--- src/rtl/uart_pkg.sv ---
// Shared definitions for the UART receive path.
// State encoding, rate defaults and frame geometry.
package uart_pkg;

    typedef enum logic [2:0] {
        ST_IDLE,
        ST_START,
        ST_DATA,
        ST_STOP,
        ST_WAIT_HIGH
    } rx_state_e;

    localparam int unsigned SYS_RATE_DEF  = 100000000;
    localparam int unsigned BAND_RATE_DEF = 921600;
    localparam int unsigned DATA_BITS     = 8;
    localparam int unsigned CNT_W         = 14;

    function automatic int unsigned cycles_per_bit(
        input int unsigned sys_rate,
        input int unsigned band_rate
    );
        return sys_rate / band_rate;
    endfunction

endpackage

--- src/rtl/uart_rx_band_gen.sv ---
// Baud counter for the UART receiver.
// Emits a one-cycle sample_tick at half or full bit period.
module uart_rx_band_gen
    import uart_pkg::*;
#(
    parameter int unsigned CNT_BAND = 108,
    parameter int unsigned CNT_HALF = 54
) (
    input  logic clock,
    input  logic reset,
    input  logic run,
    input  logic half_sel,
    output logic sample_tick
);

    logic [CNT_W-1:0] cnt_q;
    logic [CNT_W-1:0] cnt_d;
    logic [CNT_W-1:0] limit;

    // Wrapping on the tick also clears the count for the next state.
    always_comb begin
        limit       = half_sel ? CNT_W'(CNT_HALF - 1) : CNT_W'(CNT_BAND - 1);
        sample_tick = run && (cnt_q == limit);
        cnt_d       = cnt_q + CNT_W'(1);
        if (!run || sample_tick) begin
            cnt_d = '0;
        end
    end

    always_ff @(posedge clock) begin
        if (!reset) begin
            cnt_q <= '0;
        end else begin
            cnt_q <= cnt_d;
        end
    end

endmodule

--- src/rtl/uart_rx_frame.sv ---
// UART 8N1 receiver: synchronizer, framing FSM and byte output.
// Delivers bytes with a valid pulse or flags a bad stop bit.
module uart_rx_frame
    import uart_pkg::*;
#(
    parameter int unsigned SYS_RATE  = SYS_RATE_DEF,
    parameter int unsigned BAND_RATE = BAND_RATE_DEF
) (
    input  logic                 clock,
    input  logic                 reset,
    input  logic                 rx,
    output logic [DATA_BITS-1:0] rx_data,
    output logic                 rx_valid,
    output logic                 frame_err,
    output logic                 rx_busy
);

    localparam int unsigned CNT_BAND = cycles_per_bit(SYS_RATE, BAND_RATE);
    localparam int unsigned CNT_HALF = CNT_BAND / 2;
    localparam int unsigned IDX_W    = $clog2(DATA_BITS);

    logic sync1_q;
    logic sync2_q;
    logic rx_s;

    rx_state_e state_q;
    rx_state_e state_d;

    logic [IDX_W-1:0]     bit_idx_q;
    logic [IDX_W-1:0]     bit_idx_d;
    logic [DATA_BITS-1:0] shift_q;
    logic [DATA_BITS-1:0] shift_d;
    logic [DATA_BITS-1:0] rx_data_q;
    logic [DATA_BITS-1:0] rx_data_d;
    logic                 rx_valid_q;
    logic                 rx_valid_d;
    logic                 frame_err_q;
    logic                 frame_err_d;

    logic run;
    logic half_sel;
    logic sample_tick;

    assign rx_s     = sync2_q;
    assign run      = (state_q == ST_START) || (state_q == ST_DATA) ||
                      (state_q == ST_STOP);
    assign half_sel = (state_q == ST_START);

    uart_rx_band_gen #(
        .CNT_BAND (CNT_BAND),
        .CNT_HALF (CNT_HALF)
    ) u_band_gen (
        .clock       (clock),
        .reset       (reset),
        .run         (run),
        .half_sel    (half_sel),
        .sample_tick (sample_tick)
    );

    always_comb begin
        state_d     = state_q;
        bit_idx_d   = bit_idx_q;
        shift_d     = shift_q;
        rx_data_d   = rx_data_q;
        rx_valid_d  = 1'b0;
        frame_err_d = 1'b0;
        unique case (state_q)
            ST_IDLE: begin
                if (!rx_s) begin
                    state_d = ST_START;
                end
            end
            ST_START: begin
                // A line that is high again at mid-start was a glitch.
                if (sample_tick) begin
                    if (rx_s) begin
                        state_d = ST_IDLE;
                    end else begin
                        state_d   = ST_DATA;
                        bit_idx_d = '0;
                    end
                end
            end
            ST_DATA: begin
                if (sample_tick) begin
                    shift_d   = {rx_s, shift_q[DATA_BITS-1:1]};
                    bit_idx_d = bit_idx_q + IDX_W'(1);
                    if (bit_idx_q == IDX_W'(DATA_BITS - 1)) begin
                        state_d = ST_STOP;
                    end
                end
            end
            ST_STOP: begin
                if (sample_tick) begin
                    if (rx_s) begin
                        rx_data_d  = shift_q;
                        rx_valid_d = 1'b1;
                        state_d    = ST_IDLE;
                    end else begin
                        frame_err_d = 1'b1;
                        state_d     = ST_WAIT_HIGH;
                    end
                end
            end
            ST_WAIT_HIGH: begin
                if (rx_s) begin
                    state_d = ST_IDLE;
                end
            end
            default: begin
                state_d = ST_IDLE;
            end
        endcase
    end

    always_ff @(posedge clock) begin
        if (!reset) begin
            sync1_q     <= 1'b1;
            sync2_q     <= 1'b1;
            state_q     <= ST_IDLE;
            bit_idx_q   <= '0;
            shift_q     <= '0;
            rx_data_q   <= '0;
            rx_valid_q  <= 1'b0;
            frame_err_q <= 1'b0;
        end else begin
            sync1_q     <= rx;
            sync2_q     <= sync1_q;
            state_q     <= state_d;
            bit_idx_q   <= bit_idx_d;
            shift_q     <= shift_d;
            rx_data_q   <= rx_data_d;
            rx_valid_q  <= rx_valid_d;
            frame_err_q <= frame_err_d;
        end
    end

    assign rx_data   = rx_data_q;
    assign rx_valid  = rx_valid_q;
    assign frame_err = frame_err_q;
    assign rx_busy   = (state_q != ST_IDLE);

endmodule

--- config.mk ---
export PLATFORM = sky130hd
export DESIGN_NAME = uart_rx_frame
export DESIGN_NICKNAME = d
export VERILOG_FILES = /design/src/rtl/uart_pkg.sv /design/src/rtl/uart_rx_band_gen.sv /design/src/rtl/uart_rx_frame.sv
export SDC_FILE = /design/constraint.sdc
export NUM_CORES = 1
export LEC_CHECK = 0
export BUFFER_PORTS_ARGS = -buffer_cell sky130_fd_sc_hd__buf_2
export CELL_PAD_IN_SITES_DETAIL_PLACEMENT = 0
export CELL_PAD_IN_SITES_GLOBAL_PLACEMENT = 1
export CORE_MARGIN = 2
export CORE_UTILIZATION = 35
export CTS_BUF_LIST = sky130_fd_sc_hd__clkbuf_4
export DETAILED_ROUTE_END_ITERATION = 10
export PLACE_DENSITY_LB_ADDON = 0.1
export SLEW_MARGIN = 20
export SYNTH_ARGS = -nofsm -noshare
export SYNTH_HDL_FRONTEND = slang
export SYNTH_HIERARCHICAL = 1
export SYNTH_SLANG_ARGS = --single-unit
export TNS_END_PERCENT = 10
--- constraint.sdc ---
create_clock -name clock -period 2.7 [get_ports clock]
set_input_delay 0.54 -clock clock [delete_from_list [all_inputs] [get_ports clock]]
set_output_delay 0.54 -clock clock [all_outputs]
set_load 0.005 [all_outputs]
==> results.sh <==
export IMPL_run_status="completed"
export IMPL_rr_startpoint="state_q[0]$_SDFFE_PN0P_"
export IMPL_io_buffer_count=13
export IMPL_drt_iter0_markers=32
export IMPL_first_pass_iters=4
export IMPL_place_congestion=0.7776
export IMPL_crit_cells=7
export IMPL_finalSetupViolCount=0
export IMPL_synth_edf_count=0
export IMPL_reg2reg_to="rx_data[4]$_SDFFE_PN0P_"
export IMPL_hold_path_class="input port to register"
export IMPL_cap_violations=0
export IMPL_syn_nets=192
export IMPL_routedWlPerCell_um=11.64
export IMPL_power_density_nw_per_um2=472.5
export IMPL_grt_setup_unrepaired="false"
export IMPL_core_area_um2=4786
export IMPL_numCtsBuffers=5
export IMPL_grt_pass1_wl_mm=5.064
export IMPL_die_area_um2=5636
export IMPL_synth_largest_area_cell="dfxtp_1"
export IMPL_slowest_delay_ns=0.48
export IMPL_cp_cell_sequence="nor3b_1, mux2i_4, nor3b_1, buf_4, nor2b_1, and4_2, mux2i_1"
export IMPL_synthTopCellsByArea="dfxtp_1 (45%), mux2i_1 (9.1%), nand2_1 (5.5%)"
export IMPL_tightest_slew_ns=0.6393
export IMPL_first_global_vias=1123
export IMPL_fillers=522
export IMPL_h_tree_depth=2
export IMPL_synth_seq_cells=40
export IMPL_cp_start_kind="register"
export IMPL_clockRootBuffer="clkbuf_4"
export IMPL_fp_dieH_um=75.07
export IMPL_cts_tree="yes"
export IMPL_hold_buffers=0
export IMPL_endpoint="rx_data[4]$_SDFFE_PN0P_"
export IMPL_path_clk_slew_ns=0.11
export IMPL_finalClockSkew_ns=0.009591
export IMPL_crit_type="register to register"
export IMPL_overflow=0
export IMPL_grt_max_degree=34
export IMPL_syn_to_final_growth_pct=7.785
export IMPL_crit_fanout=10
export IMPL_rows=25
export IMPL_worst_setup_path_end_kind="register"
export IMPL_hold_viol_final=0
export IMPL_crit_required_ns=2.97
export IMPL_ys_flop_type="dfxtp_1"
export IMPL_ys_seq_area_frac=0.4529
export IMPL_syn_inst=186
export IMPL_die_x_um=75.07
export IMPL_cts_sinks=40
export IMPL_start_util=0.3694
export IMPL_final_antenna_net_count=0
export IMPL_antenna_found_initial=0
export IMPL_slew_viol_final=0
export IMPL_cts_buffer_depth=2
export IMPL_synth_top_area_frac=0.4529
export IMPL_critPathBufInv=1
export IMPL_r2r_cells=7
export IMPL_tns_ns=0
export IMPL_max_freq_mhz=430.3
export IMPL_crit_top_cell="nor3b_1"
export IMPL_vias=1269
export IMPL_cp_startpoint="state_q[0]$_SDFFE_PN0P_"
export IMPL_total_power_uw=900.4
export IMPL_synth_cell_types=37
export IMPL_drc=0
export IMPL_rrSetupSlack_ns=0.38
export IMPL_finalNetCount=205
export IMPL_slew_headroom=0.5725
export IMPL_synth_area_um2=1768
export IMPL_antenna_cells=0
export IMPL_viasPerCell=4.771
export IMPL_drive_gt1_frac=0.1357
export IMPL_period_share=0.8607
export IMPL_peakVddDrop_uv=190.8
export IMPL_io_pins=14
export IMPL_crit_arrival_ns=2.60
export IMPL_wl_mm=3.095
export IMPL_async_flop_share=0
export IMPL_crit_slowest_cell="dfxtp_1"
export IMPL_post_cts_setup_buffers=0
export IMPL_hpwl_mm=2.214
export IMPL_clock_insertion_delay_worst_skew_ns=0.34
export IMPL_yosys_warnings=6
export IMPL_synth_area_per_cell_um2=9.505
export IMPL_cp_top_family="simple AND/OR/NAND/NOR gates"
export IMPL_p_leak_nw=0.6366
export IMPL_finalCriticalPeriod_ns=2.324
export IMPL_grt_util_all_layers=0.1197
stage by stage:
step,instance area [µm²],setup slack (ns),instances,hold WS (ns),util
final,1906,0.3760,266,0.3769,0.3982
after global routing,1906,0.1246,266,0.3588,0.3982
after CTS,1904,0.2282,266,0.3582,0.3979
after detailed placement,1859,0.2582,259,0.4087,0.3885
after global placement,1859,0.3366,259,0.4008,0.3885
after floorplan,1768,0.5550,186,0.3863,-
what timing repair did:
action	in CTS	in global routing
hold endpoints to repair	0	0
endpoints found under the setup margin	0	5
gates resized for setup	0	1
state kept, by name, summed over array words and instances (netlist names):
name              count
bit_idx_q             3
frame_err             1
rx_data               8
rx_s                  1
rx_valid              1
shift_q               8
state_q               3
sync1_q               1
u_band_gen/cnt_q     14
synth_stat cells (2+ instances only):
cell	n
a21boi_1	2
a32oi_1	2
and2_1	2
and4_1	2
buf_4	2
buf_6	4
clkbuf_1	2
dfxtp_1	40
ha_1	3
inv_1	4
mux2i_1	16
nand2_1	26
nand2b_1	6
nand3_1	6
nand4_1	4
nor2_1	19
nor2b_1	9
nor3_1	3
nor3b_1	3
nor4_1	4
xnor2_1	8
xor2_1	4
final cells by class:
type | count | area [µm²] | share of cell area
clock inverters | 2 | 7.507 | 0.003940
well taps | 67 | 83.83 | 0.04399
repair buffers | 15 | 80.08 | 0.04202
clock buffers | 5 | 37.54 | 0.01970
flip-flops and latches | 40 | 800.8 | 0.4202
inverters | 4 | 15.01 | 0.007879
multi-input cells | 133 | 880.8 | 0.4622
worst reg2reg max path: cells and delay by family (launching register included):
| kind | cells | cell delay [ns] |
|---|---|---|
| DFF | 1 | 0.48 |
| buffers and inverters | 1 | 0.17 |
| muxes | 2 | 0.35 |
| and+or+nand+nor | 4 | 1.26 |
power breakdown:
group / leakage, nW / switching (mW) / total (mW) / internal, mW
logic: 0.287 / 0.0164 / 0.0292 / 0.0128
clock network: 0.0261 / 0.180 / 0.271 / 0.0910
registers: 0.323 / 0.00513 / 0.600 / 0.595
total: 0.637 / 0.201 / 0.900 / 0.699
worst min-delay path by stage:
stage	start	endpoint	depth (start not counted)
after floorplan	sync1_q$_SDFF_PN1_	rx_s$_SDFF_PN1_	1
after global placement	sync1_q$_SDFF_PN1_	rx_s$_SDFF_PN1_	1
after detailed placement	sync1_q$_SDFF_PN1_	rx_s$_SDFF_PN1_	1
after CTS	rx	sync1_q$_SDFF_PN1_	2
after global routing	rx	sync1_q$_SDFF_PN1_	2
final	rx	sync1_q$_SDFF_PN1_	2
cell families (layout without fill, tap and decap cells):
kind of cell | count (synthesis) | after routing | synth area share
xor gates and xnor gates | 12 | 12 | 0.05945
buffers and inverters | 13 | 26 | 0.04953
muxes | 17 | 17 | 0.1033
and+or+nand+nor | 91 | 91 | 0.2689
adders and majority gates | 3 | 3 | 0.02123
DFF | 40 | 40 | 0.4529
AOI/OAI and AO/OA | 10 | 10 | 0.04458
placed cells by master (no fill, tap or decap):
cell,count
dfxtp_1,40
nand2_1,26
nor2_1,19
mux2i_1,16
buf_2,13
nor2b_1,9
xnor2_1,8
nand2b_1,6
nand3_1,6
clkbuf_4,5
inv_1,4
nor4_1,4
nand4_1,4
xor2_1,4
nor3b_1,3
ha_1,3
nor3_1,3
a32oi_1,2
a21boi_1,2
and2_1,2
clkinv_1,2
buf_4,2
or3_1,1
and4_2,1
or3b_1,1
a2bb2oi_1,1
a311oi_1,1
and4bb_2,1
o21ai_0,1
a31oi_1,1
a21oi_1,1
and4b_2,1
and4bb_1,1
mux2i_4,1
o211ai_2,1
nor2_2,1
and4_1,1
and3_2,1
per-layer routing:
metal	wire length, µm	global-route usage
met1	1517	0.1560
met2	1412	0.1823
met3	113	0.04016
met4	53	0.04762
met5	0	0
Note: power is estimated with default switching activity, not from simulation.
